===== config.mk =====
export PLATFORM = sky130hd
export DESIGN_NAME = crc32_d8
export DESIGN_NICKNAME = d
export VERILOG_FILES = /design/src/rtl/rx_frame_checker_pkg.sv /design/src/rtl/rx_frame_checker_crc32_d8.sv
export SDC_FILE = /design/constraint.sdc
export NUM_CORES = 1
export LEC_CHECK = 0
export CELL_PAD_IN_SITES_DETAIL_PLACEMENT = 0
export CELL_PAD_IN_SITES_GLOBAL_PLACEMENT = 1
export CORE_UTILIZATION = 28
export DETAILED_ROUTE_END_ITERATION = 8
export PLACE_DENSITY = 0.92
export SYNTH_ARGS = -nofsm -noshare
export SYNTH_HDL_FRONTEND = slang
export SYNTH_SLANG_ARGS = --single-unit
export TNS_END_PERCENT = 100

===== constraint.sdc =====
create_clock -name vclk -period 2.4
set_input_delay 0.24 -clock vclk [all_inputs]
set_output_delay 0.24 -clock vclk [all_outputs]
set_load 0.05 [all_outputs]

===== src/rtl/rx_frame_checker_pkg.sv =====
// Shared Ethernet RX constants, status bundle and small helpers for rx_frame_checker.
// Optional counters in the top level are enabled by defining RX_CHK_CNT_EN.
package rx_frame_checker_pkg;

  localparam int          ETH_MIN_FRAME     = 64;
  localparam int          ETH_MAX_FRAME     = 1522;
  localparam int          ETH_LEN_WIDTH     = 11;
  localparam logic [7:0]  ETH_PREAMBLE_BYTE = 8'h55;
  localparam logic [7:0]  ETH_SFD_BYTE      = 8'hD5;
  localparam logic [31:0] ETH_CRC_POLY      = 32'h04C11DB7;
  localparam logic [31:0] ETH_CRC_INIT      = 32'hFFFF_FFFF;
  localparam logic [31:0] ETH_CRC_RESIDUE   = 32'hC704DD7B;

  typedef struct packed {
    logic [ETH_LEN_WIDTH-1:0] len;
    logic                     crc_err;
    logic                     runt;
    logic                     giant;
    logic                     line_err;
  } rx_chk_stat_t;

  function automatic logic [31:0] reflect32(input logic [31:0] v);
    logic [31:0] r;
    r = '0;
    for (int i = 0; i < 32; i++) r[i] = v[31-i];
    return r;
  endfunction

  function automatic logic [31:0] sat_inc32(input logic [31:0] v);
    return (&v) ? v : v + 32'd1;
  endfunction

endpackage


===== src/rtl/rx_frame_checker_crc32_d8.sv =====
// Combinational CRC-32 step over one byte, LSB-first (reflected 0x04C11DB7).
module crc32_d8
  import rx_frame_checker_pkg::*;
(
  input  logic [31:0] crc_i,
  input  logic [7:0]  data_i,
  output logic [31:0] crc_o
);

  localparam logic [31:0] POLY_REFL = reflect32(ETH_CRC_POLY);

  logic [31:0] c;

  always_comb begin
    // NOTE: blocking '=' is right here: c is scratch, rewritten on every loop pass within one evaluation.
    c = crc_i ^ {24'h0, data_i};
    for (int i = 0; i < 8; i++) begin
      c = c[0] ? ((c >> 1) ^ POLY_REFL) : (c >> 1);
    end
    crc_o = c;
  end

endmodule


==> summary.txt <==
Synthesis
  – Most frequent cell after synthesis: xnor2_1
  – Top post-synthesis cells by area: xnor2_1 28%, xnor3_1 24%, xor3_1 13%
  – Seq/Total Area, Yosys: 0%
  – Top cells by count, synth: 30 x xnor2_1, 10 x xnor3_1, 9 x xor2_1
  – Post-Synthesis Cell Area: approximately 920 µm²
  – Cell variety after synth: 10
  – Post-Syn Instances: 67
  – Syn Nets: about 110
  – Avg Cell Area, Syn: around 14 µm²
  – Biggest area consumer among synthesized cells: xnor2_1
  – Ys Warns: 0
  – Share of the synthesized area in the top cell type: approximately 28%

Cells and area
  – Share of cells above drive strength 1: 40.5%
  – Area growth syn-to-layout: 136%
  – CLK BUF: 0
  – Seq cells: 0
  – # diodes: 0
  – Layout Nets: 200
  – FF/Latch Area: 0 µm²
  – Post-route core utilization: between 70% and 80%

Routing
  – DRT Pass-1 Iters: 2
  – Post-DRT Antenna Nets: 0
  – Starting DRT DRC Count: 17
  – DR top layer: met3
  – Vias: between 800 and 900
  – WL met3: between 200 and 250 µm
  – Vias/cell: approximately 4
  – Avg WL per Cell: about 13 µm
  – Met2 Routed Length: 1620 µm
  – Total routed wirelength: 2730 µm
  – Post-Route M1 WL: 882 µm
  – DRC Markers: 0

Critical path
  – Max incr delay on CP: approximately 0.54 ns
  – Setup CP Type: primary input to output pin
  – Setup crit end kind: output pin
  – CP cell instances: clkdlybuf4s50_1 > xor2_1 > xnor3_2 > xnor3_4 > buf_4
  – Critical Path RT: between 2 and 2.5 ns
  – Largest fanout on the critical path: 3
  – Worst path slowest cell: clkdlybuf4s50_1
  – Startpoint types: primary input
  – Arrival @ worst endpoint: between 2 and 2.5 ns

Power and ir drop
  – Register share of total power: 0%
  – Maximum vdd drop: between 0.7 and 0.8 mV
  – NetSw: between 1 and 1.5 mW
  – Int Pwr: around 1.2 mW
  – Net Sw Frac: 50.3%
  – PD cells: about 1100 nW/µm²
  – Comb power frac: 100.0%
  – Cell leakage power: a little over 1 nW
  – Clock Power Share: 0%

Global route
  – Initial antenna violation count: 0
  – First-pass GRT wire length: between 4000 and 5000 µm
  – Vias in the first global route: 895
  – Total global-route track usage: 15.7%
  – Largest net degree at the start of global routing: 8
  – GR Overflow Total: 0

Timing
  – Slew margin rel.: 70.4%
  – Hold Vio Cnt, Final: 0
  – Final min period: between 2 and 2.5 ns
  – Max Slew Vio Count: 0
  – RSZ-0062 raised after global routing: false
  – Period Utilization, post-route: between 90% and 100%
  – Worst-Margin Slew: 0.440 ns
  – Final TNS setup: 0 ns
  – Fmax: 0.433 GHz
  – Setup violators final: 0

Floorplanning
  – DIE HEIGHT: about 60 µm
  – Die width: between 50 and 60 µm
  – Initial core utilization: about 30%
  – Total core area: roughly 3100 µm²
  – Cell row count: 20
  – Die area: about 3500 µm²
  – IO Count: 72

Job
  – Max-cap violation count: 0

Placed design
  – Buffers on Ports: between 70 and 80
  – Hpwl dp: 2390 µm
  – Routability Congestion: approximately 0.7

Outcome
  – Status: finished clean

Worst hold path
  – Tightest Hold Check Type: primary input to output pin
==> power by group through the flow <==
stage          registers, mW  logic (mW)  clock network, mW
2_1_floorplan              0        1.28                  0
3_3_place_gp               0        2.40                  0
3_5_place_dp               0        2.43                  0
4_1_cts                    0        2.44                  0
5_1_grt                    0        2.51                  0
6_report                   0        2.43                  0
==> final cells by class <==
type	instances	area (µm²)
timing repair buffer	91	1170
tap	44	55.1
fill	243	921
multi-input combinational	66	951
inverter	1	3.75
==> metal layers <==
metal	GRT usage, %	up-vias
met3	1.97	0
met1	17.0	370
met5	0	-
met2	33.2	42
met4	0	0
li1	-	400
==> worst max-delay path: cells and delay by family <==
kind | cells | cell delay (ns)
buffers and inverters | 2 | 0.75
XOR/XNOR | 3 | 1.08
==> worst paths after layout <==
check      from        end  slack, ns  depth (start not counted)
max    crc_i[2]  crc_o[24]       0.09                          5
min    crc_i[9]   crc_o[1]       1.21                          3
==> cell families (layout without fill, tap and decap cells) <==
kind of cell	count (synthesis)	in the layout	share of synthesized area, %
xor+xnor	66	66	99.6
buf+inv	1	92	0.406
==> stage by stage <==
stage	setup WS [ns]	power, mW	hold slack (ns)	area [µm²]	instances
2_1_floorplan	0.145	1.28	0.785	925	67
3_3_place_gp	0.0131	2.40	1.21	2140	201
3_5_place_dp	-0.0224	2.43	1.21	2140	201
4_1_cts	0.0113	2.44	1.22	2160	202
5_1_grt	0.00126	2.51	1.23	2180	202
6_report	0.0932	2.43	1.21	2180	202
==> what timing repair did <==
item,in CTS,in global routing
setup buffers,1,0
hold buffers,0,0
resized for setup,2,3
endpoints found under the setup margin,1,4
pin swaps,2,0
==> layout by cell type (no fill, tap or decap) <==
master	n
dlymetal6s2s_1	1
inv_1	1
buf_12	31
buf_4	20
xnor2_1	29
xnor2_2	5
xnor3_1	10
xnor3_4	1
xnor3_2	1
xor2_1	9
dlygate4sd2_1	1
xor2_2	2
clkdlybuf4s50_1	38
xnor2_4	4
xor3_1	5
Note: power is estimated with default switching activity, not from simulation.
